### src/rtl/btn_debounce_pulse.sv
// Push-button conditioner: two-flop synchroniser, counter-based debounce FSM,
// registered debounced level plus one-cycle press and release pulses.
module btn_debounce_pulse #(
    parameter int unsigned DB_COUNT = 500_000
) (
    input  logic clk_i,
    input  logic rst_i,
    input  logic btn_in_i,
    output logic db_out_o,
    output logic press_pulse_o,
    output logic release_pulse_o
);

    localparam int unsigned CNT_W = $clog2(DB_COUNT + 1);
    localparam logic [CNT_W-1:0] CNT_ONE  = CNT_W'(1);
    localparam logic [CNT_W-1:0] CNT_LAST = CNT_W'(DB_COUNT - 1);

    typedef enum logic [1:0] {
        IDLE,
        WAIT_PRESS,
        PRESSED,
        WAIT_RELEASE
    } state_t;

    state_t           state_q, state_d;
    logic [CNT_W-1:0] cnt_q, cnt_d;
    logic             sync1_q, s_q;
    logic             db_q, db_d;
    logic             press_q, press_d;
    logic             release_q, release_d;

    always_ff @(posedge clk_i) begin
        if (rst_i) begin
            sync1_q   <= 1'b0;
            s_q       <= 1'b0;
            state_q   <= IDLE;
            cnt_q     <= '0;
            db_q      <= 1'b0;
            press_q   <= 1'b0;
            release_q <= 1'b0;
        end else begin
            sync1_q   <= btn_in_i;
            s_q       <= sync1_q;
            state_q   <= state_d;
            cnt_q     <= cnt_d;
            db_q      <= db_d;
            press_q   <= press_d;
            release_q <= release_d;
        end
    end

    // Pulses default low so any pulse lasts exactly the one cycle after its transition.
    always_comb begin
        state_d   = state_q;
        cnt_d     = cnt_q;
        db_d      = db_q;
        press_d   = 1'b0;
        release_d = 1'b0;
        case (state_q)
            IDLE: begin
                if (s_q) begin
                    state_d = WAIT_PRESS;
                    cnt_d   = CNT_ONE;
                end else begin
                    cnt_d = '0;
                end
            end
            WAIT_PRESS: begin
                if (!s_q) begin
                    state_d = IDLE;
                    cnt_d   = '0;
                end else if (cnt_q == CNT_LAST) begin
                    state_d = PRESSED;
                    cnt_d   = '0;
                    db_d    = 1'b1;
                    press_d = 1'b1;
                end else begin
                    cnt_d = cnt_q + CNT_ONE;
                end
            end
            PRESSED: begin
                if (!s_q) begin
                    state_d = WAIT_RELEASE;
                    cnt_d   = CNT_ONE;
                end else begin
                    cnt_d = '0;
                end
            end
            WAIT_RELEASE: begin
                if (s_q) begin
                    state_d = PRESSED;
                    cnt_d   = '0;
                end else if (cnt_q == CNT_LAST) begin
                    state_d   = IDLE;
                    cnt_d     = '0;
                    db_d      = 1'b0;
                    release_d = 1'b1;
                end else begin
                    cnt_d = cnt_q + CNT_ONE;
                end
            end
            default: begin
                state_d = IDLE;
                cnt_d   = '0;
            end
        endcase
    end

    assign db_out_o        = db_q;
    assign press_pulse_o   = press_q;
    assign release_pulse_o = release_q;

endmodule

### config.mk
export PLATFORM = sky130hd
export DESIGN_NAME = btn_debounce_pulse
export DESIGN_NICKNAME = d
export VERILOG_FILES = /design/src/rtl/btn_debounce_pulse.sv
export SDC_FILE = /design/constraint.sdc
export NUM_CORES = 1
export LEC_CHECK = 0
export CAP_MARGIN = 10
export CORE_MARGIN = 4
export CORE_UTILIZATION = 23
export DETAILED_ROUTE_END_ITERATION = 7
export SETUP_SLACK_MARGIN = 0.15
export SLEW_MARGIN = 40
export SYNTH_ARGS = -nofsm -noshare
export SYNTH_HDL_FRONTEND = slang
export SYNTH_SLANG_ARGS = --single-unit
### constraint.sdc
create_clock -name clk_i -period 1.8 [get_ports clk_i]
set_input_delay 0.54 -clock clk_i [delete_from_list [all_inputs] [get_ports clk_i]]
set_output_delay 0.54 -clock clk_i [all_outputs]
set_load 0.01 [all_outputs]
==> impl_metrics.yaml, run 1 <==
route:
  wirelength_um: 2230
  wl_per_cell_um: 10.7
  drc: 0
  ant_nets: 0
  vias: 906
  drt_iter0_markers: 47
  first_pass_iters: 3
  viasPerCell: 4.36
timing:
  final.min_clock_period_ns: 1.59
  slew_headroom_pct: 81.4
  timing.final.crit_share_pct: 88.3
  clock.fmax_ghz: 0.629
  tightestPinTransition_ns: 0.275
  setup_slack_ns: 0.211
  maxSlewViolCount: 0
  fin_tns_setup_ns: 0
  fin_skew_ns: 0.00222
  setup_viol: 0
  finalHoldViolCount: 0
  rsz0062_at_grt: "true"
grt:
  grt.total_usage_pct: 7.50
  grt_remaining_overflow: 0
  antenna_found_initial: 0
  grt_pass1_wl_um: 3700
  grt_max_degree: 19
  grt_pass1_vias: 847
floorplan:
  die_w_um: 78.6
  io-pin-count: 6
  core_area_um2: 4790
  initial_core_util_pct: 23.9
  die_area_um2: 6180
  die-height_um: 78.6
  fp-row-count: 25
critical_path:
  worstPathRequired_ns: 2.01
  cp-start-kind: "flip-flop"
  r2r_slack_ns: 0.21
  cp.arrival_ns: 1.80
  r2r.worst_path.cells: 6
  cp_max_fo: 9
  setup.worst_path.class: "flip-flop to flip-flop"
  worstSetupEndpointType: "flip-flop"
yosys:
  synthCells: 123
  yosys.area_share.adder_pct: 1.09
  synth-simple-area-share_pct: 27.6
  synthFlopType: "dfxtp_1"
  synth_compound_area_share_pct: 10.0
  synth_top_family_by_area: "simple AND/OR/NAND/NOR gates"
  syn_area_um2: 1150
  ys_ff_latch: 26
  ys_async_sr_fraction_pct: 0
  yosys_warnings: 0
  synth.area.mux_share_pct: 0
  synth-xor-area-share_pct: 9.17
  synth-edff-count: 0
  syn_nets: 127
  synth_seq_area_share_pct: 45.4
  synthDistinctLibCells: 34
  syn_area_per_cell_um2: 9.32
clock_tree:
  cts_tree: "built"
  cts_buffers: 3
  ctsHoldBuffers: 0
  clk_pin_slew_worst_paths_ns: 0.09
  clock-sinks: 26
  clk_latency_ns: 0.26
  htree_levels: 1
  clockBufferDepth: 2
  clock-root-buffer: "clkbuf_8"
power_and_ir_drop:
  power.density_nw_per_um2: 662
  irDropWorstVdd_mv: 0.272
  p_leak_uw: 0.000483
finish:
  drive_gt1_share_pct: 25.5
  finish.instance_area_um2: 1460
  nets: 146
  antenna_cells: 0
  stdcell_count: 208
  syn2layout_area_growth_pct: 27.7
  final.fill_count: 507
place:
  place_ws_ns: 0.0303
  placed_area_um2: 1330
  io_buffers: 5
  dp_cells: 200
  hpwl_um: 1500
  place_congestion: 0.741
flow_run:
  timing.max_cap.violations: 0
hold_path:
  min_delay_path_depth: 1
  hp-class: "flip-flop to flip-flop"
outcome:
  outcome: "finished clean"
[cell usage after synthesis (all sizes together) (2+ instances only)]
cell type / instances / area share, %
or4: 2 / 1.3
nor3: 2 / 0.87
o21ai: 3 / 1.3
nand3: 7 / 3.1
o31ai: 2 / 1.3
nand2: 5 / 1.6
nand4: 6 / 3.3
or3: 3 / 1.6
xor2: 11 / 8.4
nor2b: 2 / 1.1
a21oi: 6 / 2.6
dfxtp: 26 / 45
inv: 6 / 2.0
and4: 3 / 2.3
buf: 5 / 4.7
nor4bb: 2 / 1.7
and3: 3 / 2.1
nor2: 14 / 4.6
nand2b: 3 / 1.6
[per-layer routing]
layer | wire, µm | track usage (%) | part of all wire, %
met2 | 1030 | 11.8 | 46
met4 | 49 | 3.67 | 2.2
met3 | 51 | 2.06 | 2.3
met5 | 0 | 0 | 0
met1 | 1100 | 9.38 | 49
[registers in the layout, indices dropped and copies added (netlist names), named ones only]
signal	cells
sync1_q	1
press_pulse_o	1
release_pulse_o	1
db_out_o	1
s_q	1
state_q	1
cnt_q	19
[worst max-delay path, cell delays in order (launching register included)]
cell	delay [ns]
dfxtp_4	0.37
ha_4	0.16
and4_4	0.16
and3_4	0.20
a211o_4	0.36
clkbuf_16	0.17
a21oi_2	0.09
[cells in the final DEF, fill, tap and decap left out, types with 2 or more instances in the layout]
cell type	count
dfxtp_1	20
nor2_1	14
buf_4	12
xor2_1	11
inv_1	6
nand3_1	6
nand4_1	6
nand2_1	5
dfxtp_2	5
a21oi_1	4
clkbuf_8	4
nand2b_1	3
o21ai_0	3
or3_1	3
dlygate4sd2_1	3
nor4bb_1	2
and4_4	2
and3_1	2
o31ai_1	2
or4_1	2
nor2b_1	2
nor3_1	2
a21oi_2	2
clkdlybuf4s50_1	2
[where the power goes]
part	switching, µW	internal [µW]
Sequential	3.09	577
Clock	178	195
Combinational	6.11	9.57
Total	187	782
[final timing paths]
check	startpoint	to
max	cnt_q[0]	cnt_q[15]
max reg2reg	cnt_q[0]	cnt_q[15]
min	sync1_q	s_q
min reg2reg	sync1_q	s_q
[layout make-up]
cell class,instances,area [µm²],area share [%]
Tap cell,67,83.8,5.73
Timing Repair Buffer,19,181,12.4
Inverter,6,22.5,1.54
Multi-Input combinational cell,86,591,40.3
Sequential cell,26,531,36.2
Clock buffer,4,55.1,3.76
[stage by stage]
stage | hold WS [ns] | util [%] | power (µW)
detailed placement | 0.432 | 27.8 | 610
CTS | 0.454 | 28.9 | 989
finish | 0.446 | 30.6 | 969
global placement | 0.422 | 27.8 | 609
global route | 0.467 | 30.6 | 1020
floorplan | 0.414 | - | 599
[kinds of logic (layout without fill, tap and decap cells)]
kind of cell / Yosys count / count (layout)
and+or+nand+nor: 55 / 55
DFF: 26 / 26
AOI/OAI and AO/OA: 18 / 18
xor gates and xnor gates: 12 / 12
buffers and inverters: 11 / 29
adders and majority gates: 1 / 1
[repair_timing]
item,4_1_cts,5_1_grt
cloned,0,1
gates resized for setup,5,13
endpoints found under the setup margin,4,4
pin swaps,0,3
setup buffers,0,3
Power figures use the tool's default switching activity.
==> run 2, diff against run 1 <==
--- a/config.mk
+++ b/config.mk
@@ -5,10 +5,12 @@
 export SDC_FILE = /design/constraint.sdc
 export NUM_CORES = 1
 export LEC_CHECK = 0
+export ABC_AREA = 1
 export CAP_MARGIN = 10
 export CORE_MARGIN = 4
 export CORE_UTILIZATION = 23
 export DETAILED_ROUTE_END_ITERATION = 7
+export REMOVE_ABC_BUFFERS = 1
 export SETUP_SLACK_MARGIN = 0.15
 export SLEW_MARGIN = 40
 export SYNTH_ARGS = -nofsm -noshare
==> constraint.sdc (replaced) <==
create_clock -name clk_i -period 1.6 [get_ports clk_i]
set_input_delay 0.48 -clock clk_i [delete_from_list [all_inputs] [get_ports clk_i]]
set_output_delay 0.48 -clock clk_i [all_outputs]
set_load 0.01 [all_outputs]
==> run 2 against run 1 <==
Clock power rose by 45%. Power up 25%. Critical path type is now flip-flop to output pin. Core utilization shrank 0.91 points.
==> impl_metrics.yaml, run 2 <==
clock_tree:
  cts_tree: "built"
  clockBufferDepth: 2
  htree_levels: 1
  ctsHoldBuffers: 0
  clk_latency_ns: 0.27
  clock-sinks: 26
  cts_buffers: 3
  clk_pin_slew_worst_paths_ns: 0.09
  clock-root-buffer: "clkbuf_8"
timing:
  clock.fmax_ghz: 0.737
  fin_tns_setup_ns: 0
  slew_headroom_pct: 83.7
  rsz0062_at_grt: "true"
  setup_viol: 0
  tightestPinTransition_ns: 0.242
  maxSlewViolCount: 0
  fin_skew_ns: 0.00369
  finalHoldViolCount: 0
  timing.final.crit_share_pct: 84.8
  final.min_clock_period_ns: 1.36
  hold-worst-slack_ns: 0.408
critical_path:
  crit_family: "flip-flops"
  cp_slowest_cell: "dfxtp_1"
  path_buf_inv: 1
  crit_cells: 1
  cp_cell_sequence: "dlygate4sd2_1"
  worstPathRequired_ns: 1.12
  cp.arrival_ns: 0.88
  cp_max_fo: 2
  cp-start-kind: "flip-flop"
  max_stage_delay_ns: 0.34
  worstSetupEndpointType: "output pin"
  r2r.worst_path.cells: 7
  setup.worst_path.class: "flip-flop to output pin"
yosys:
  synthDistinctLibCells: 24
  synth.area.mux_share_pct: 0
  synth_seq_area_share_pct: 38.6
  synth_common_cells: "41 x nand2_1, 38 x nor2_1, 26 x dfxtp_1, 26 x inv_1, 9 x nor2_2"
  yosys.area_share.adder_pct: 0.928
  synthFlopType: "dfxtp_1"
  ys_ff_latch: 26
  synth-edff-count: 0
  yosys_warnings: 0
  syn_area_um2: 1350
  synth-simple-area-share_pct: 41.8
  yosysMostFrequentCell: "nand2_1"
  synthCells: 189
  synth_compound_area_share_pct: 2.60
  synth_area_leader_cell: "dfxtp_1"
  synth_top_family_by_area: "simple AND/OR/NAND/NOR gates"
  syn_area_per_cell_um2: 7.14
  synth-xor-area-share_pct: 6.49
  synth.area.top_cells: "dfxtp_1 39%, nand2_1 11%, nor2_1 11%"
  ys_async_sr_fraction_pct: 0
  synth_top_cell_area_share_pct: 38.6
finish:
  syn2layout_area_growth_pct: 23.4
  top_register: "cnt_q"
  antenna_cells: 0
  final.fill_count: 629
  drive_gt1_share_pct: 20.3
  largest_reg_flops: 19
  nets: 212
  final_common_cell: "nand2_1"
  most-common-layout-cells: "41 x nand2_1, 36 x nor2_1, 26 x inv_1, 21 x dfxtp_1, 10 x buf_4"
route:
  wl_per_cell_um: 9.65
  wirelength_um: 2690
  drc: 0
  vias: 1141
  drt_iter0_markers: 69
  first_pass_iters: 5
  viasPerCell: 4.09
  ant_nets: 0
hold_path:
  hp-class: "flip-flop to flip-flop"
  min_delay_path_depth: 2
grt:
  grt_pass1_wl_um: 4600
  grt.total_usage_pct: 7.51
  antenna_found_initial: 0
  grt_remaining_overflow: 0
  grt_max_degree: 16
  grt_pass1_vias: 1085
floorplan:
  fp-row-count: 27
  core_area_um2: 5610
  die_area_um2: 7150
  die_w_um: 84.6
  die-height_um: 84.6
  initial_core_util_pct: 24.1
  io-pin-count: 6
place:
  place_congestion: 0.824
  io_buffers: 5
  hpwl_um: 1970
flow_run:
  timing.max_cap.violations: 0
outcome:
  outcome: "finished clean"
power_and_ir_drop:
  p_leak_uw: 0.000600
  irDropWorstVdd_mv: 0.510
  power.density_nw_per_um2: 729
==> run 2: metrics by stage <==
step	power, µW	cells	util (%)	area, µm²	setup WS [ns]
after floorplan	675	187	-	1320	0.179
after global placement	686	269	26.7	1500	0.0357
after detailed placement	686	269	26.7	1500	0.0267
after CTS	1230	277	28.9	1620	0.167
after global routing	1250	279	29.7	1660	0.139
final	1210	279	29.7	1660	0.243
==> run 2: cells by family after synthesis <==
kind of cell	Yosys count
compound gates	7
xor+xnor	10
fa+ha+maj	1
buf+inv	28
flops	26
simple gates	117
==> run 2: per-layer routing <==
layer | wire [µm] | GRT usage, % | part of all wire [%] | vias to the layer above
met2 | 1260 | 12.7 | 47 | 20
met5 | 0 | 0 | 0 | -
met3 | 126 | 1.86 | 4.7 | 3
met1 | 1280 | 10.1 | 48 | 503
met4 | 23 | 0.432 | 0.85 | 0
li1 | - | - | - | 615
==> run 2: area by class of cell <==
| class | instances | area, µm² | share of cell area, % |
|---|---|---|---|
| clock inverter | 1 | 30.0 | 1.80 |
| timing repair buffer | 16 | 141 | 8.50 |
| clock buffer | 3 | 41.3 | 2.48 |
| inverter | 26 | 97.6 | 5.86 |
| tap | 72 | 90.1 | 5.41 |
| multi-input combinational | 135 | 737 | 44.3 |
| sequential | 26 | 527 | 31.7 |
==> run 2: worst paths after layout <==
path	start	endpoint	slack (ns)
min reg2reg	sync1_q	s_q	0.41
min	sync1_q	s_q	0.41
max reg2reg	cnt_q[0]	cnt_q[8]	0.25
max	db_out_o	db_out_o	0.24
==> run 2: what timing repair did <==
action	CTS	global route
buffers inserted	4	2
pin swaps	1	4
gates resized for setup	6	10
setup endpoints to repair	6	16
==> run 2: report_power, final <==
part / internal, µW / switching, µW / total [µW] / leakage, µW
Clock: 335 / 206 / 541 / 0.0000357
Sequential: 650 / 2.30 / 652 / 0.000212
Combinational: 9.92 / 9.71 / 19.6 / 0.000352
Total: 995 / 218 / 1210 / 0.000600
==> run 2: tightest hold or removal path, cell delays in order, from the launching register on <==
cell and delay (ns):
dfxtp_1 0.31, inv_1 0.04, nor2_1 0.03
==> run 3, diff against run 2 <==
==> constraint.sdc (replaced) <==
create_clock -name clk_i -period 1.1 [get_ports clk_i]
set_input_delay 0.33 -clock clk_i [delete_from_list [all_inputs] [get_ports clk_i]]
set_output_delay 0.33 -clock clk_i [all_outputs]
set_load 0.01 [all_outputs]
==> run 3 against run 2 <==
Sequential power increased by 44%. Clock-buffer cell count rose by 1. Critical path type is now flip-flop to flip-flop. Highest routed layer unchanged. Core utilization is 8.1 points higher. The flow now finishes with violations (negative setup slack). Via count is 12% higher. Die area is the same. Largest cell class unchanged. Global-route usage up 1.9 points. Sequential share of layout area down 5.9 points. Power increased by 32%. Clock skew grew 0.0033 ns. Worst hold slack about the same. Sequential cell count stayed put.
==> impl_metrics.yaml, run 3 (synthesized netlist as in run 2, its figures left out) <==
timing:
  rsz0062_at_grt: "true"
  hold-worst-slack_ns: 0.409
  finalHoldViolCount: 0
  slew_headroom_pct: 86.0
  maxSlewViolCount: 0
  fin_skew_ns: 0.00696
  setup_viol: 24
  setup_slack_ns: -0.194
  timing.final.crit_share_pct: 118
  fin_tns_setup_ns: -3.68
  tightestPinTransition_ns: 0.208
  final.min_clock_period_ns: 1.29
  clock.fmax_ghz: 0.773
critical_path:
  cp.arrival_ns: 1.46
  cp_max_fo: 6
  max_stage_delay_ns: 0.37
  r2r_slack_ns: -0.19
  cp_cell_sequence: "ha_4 > nand3_4 > nor2_4 > nand3_4 > nand2_8 > buf_12 > nor2_2"
  cp-startpoint: "cnt_q[0]"
  rr_startpoint: "cnt_q[0]"
  worstPathRequired_ns: 1.26
  cp-start-kind: "flip-flop"
  cp_slowest_cell: "dfxtp_4"
  setup.worst_path.class: "flip-flop to flip-flop"
  worstSetupEndpointType: "flip-flop"
  r2r.worst_path.cells: 7
  cp_common_cell: "nand3_4"
  crit_end: "cnt_q[6]"
  timing.rr.end: "cnt_q[6]"
finish:
  nets: 253
  drive_gt1_share_pct: 47.6
  post-route-util_pct: 37.8
  top_register: "cnt_q"
  most-common-layout-cells: "47 x buf_4, 35 x nand2_1, 27 x nor2_1, 23 x inv_1, 15 x nor2_2"
  antenna_cells: 0
  largest_reg_flops: 19
  final.fill_count: 587
  stdcell_count: 320
  final_common_cell: "buf_4"
  syn2layout_area_growth_pct: 57.1
grt:
  grt_pass1_vias: 1271
  grt_remaining_overflow: 0
  antenna_found_initial: 0
  grt.total_usage_pct: 9.45
  grt_pass1_wl_um: 5570
  use_met2_pct: 17.0
  met1_usage_pct: 11.4
  gr-max-usage-layer: "met2"
  grt_max_degree: 15
  grt_use_met3_pct: 2.06
floorplan:
  initial_core_util_pct: 24.1
  core_area_um2: 5610
  fp-row-count: 27
  die_area_um2: 7150
  die-height_um: 84.6
  io-pin-count: 6
  die_w_um: 84.6
route:
  drt_iter0_markers: 59
  first_pass_iters: 4
  ant_nets: 0
  viasPerCell: 3.99
  wl_per_cell_um: 9.91
  drc: 0
  vias: 1278
  wirelength_um: 3170
outcome:
  outcome: "finished with violations"
  violations: "negative setup slack"
power_and_ir_drop:
  irDropWorstVdd_mv: 0.610
  total_power_uw: 1600
  swShare_pct: 19.9
  combPwrFrac_pct: 2.8
  clock_power_share_pct: 38.4
  p_leak_uw: 0.000850
  intPower_uw: 1280
  seqPwrFrac_pct: 58.8
  power.density_nw_per_um2: 754
  switchingPower_uw: 318
clock_tree:
  clock-root-buffer: "clkbuf_8"
  clk_pin_slew_worst_paths_ns: 0.09
  clk_latency_ns: 0.27
  clock-sinks: 26
  cts_tree: "built"
  clockBufferDepth: 2
  cts_buffers: 3
  htree_levels: 1
  ctsHoldBuffers: 0
place:
  hpwl_um: 2300
  io_buffers: 5
  place_congestion: 0.841
  dp_cells: 306
flow_run:
  timing.max_cap.violations: 0
hold_path:
  hp-class: "flip-flop to flip-flop"
-- run 3: changes by cell type in the layout (fill, tap and decap cells not counted), moves of 4 or more --
cell	before	now
nand2_1	41	35
dfxtp_4	0	4
nand2_2	1	6
dfxtp_2	5	9
buf_4	10	47
buf_6	0	5
dfxtp_1	21	13
nor2_1	36	27
nor2_2	9	15
-- run 3: final cells by class --
cell class                 instances  area, µm²  area share (%)
clock buffer                       4       55.1            2.60
tap                               72       90.1            4.25
multi-input combinational        136        876            41.3
inverter                          26       97.6            4.60
timing repair buffer              56        454            21.4
sequential                        26        547            25.8
-- run 3: critical path: cells and delay by family, from the launching register on --
family / cells / cell delay [ns]
buffers and inverters: 1 / 0.12
DFF: 1 / 0.37
and+or+nand+nor: 5 / 0.53
adders and majority gates: 1 / 0.16
-- run 3: metal layers --
metal | part of all wire, % | up-vias | wire length [µm]
li1 | - | 696 | -
met4 | 0.32 | 0 | 10
met2 | 52 | 9 | 1660
met5 | 0 | - | 0
met1 | 45 | 571 | 1430
met3 | 2.1 | 2 | 68
-- run 3: what timing repair did --
item / CTS / global route
gates cloned: 1 / 0
gates resized for setup: 50 / 26
endpoints found under the setup margin: 27 / 27
pin swaps: 17 / 17
setup buffers: 3 / 6
-- run 3: worst min-delay path by stage --
stage	startpoint	endpoint	depth (start not counted)
after floorplan	sync1_q	s_q	2
after global placement	sync1_q	s_q	2
after detailed placement	sync1_q	s_q	2
after CTS	sync1_q	s_q	2
after global routing	sync1_q	s_q	2
final	sync1_q	s_q	2
-- run 3: through the flow --
| step | instance area (µm²) | worst slack (ns) |
|---|---|---|
| floorplan | 1320 | -0.321 |
| CTS | 2000 | -0.216 |
| global route | 2120 | -0.273 |
| global placement | 1790 | -0.311 |
| detailed placement | 1790 | -0.332 |
| finish | 2120 | -0.194 |
-- run 3: power by group through the flow --
stage	logic [µW]	clock network, µW	registers (µW)
after floorplan	12.0	0	970
after global placement	37.6	0	970
after detailed placement	37.7	0	970
after CTS	42.5	635	943
after global routing	50.5	686	940
final	45.3	614	939
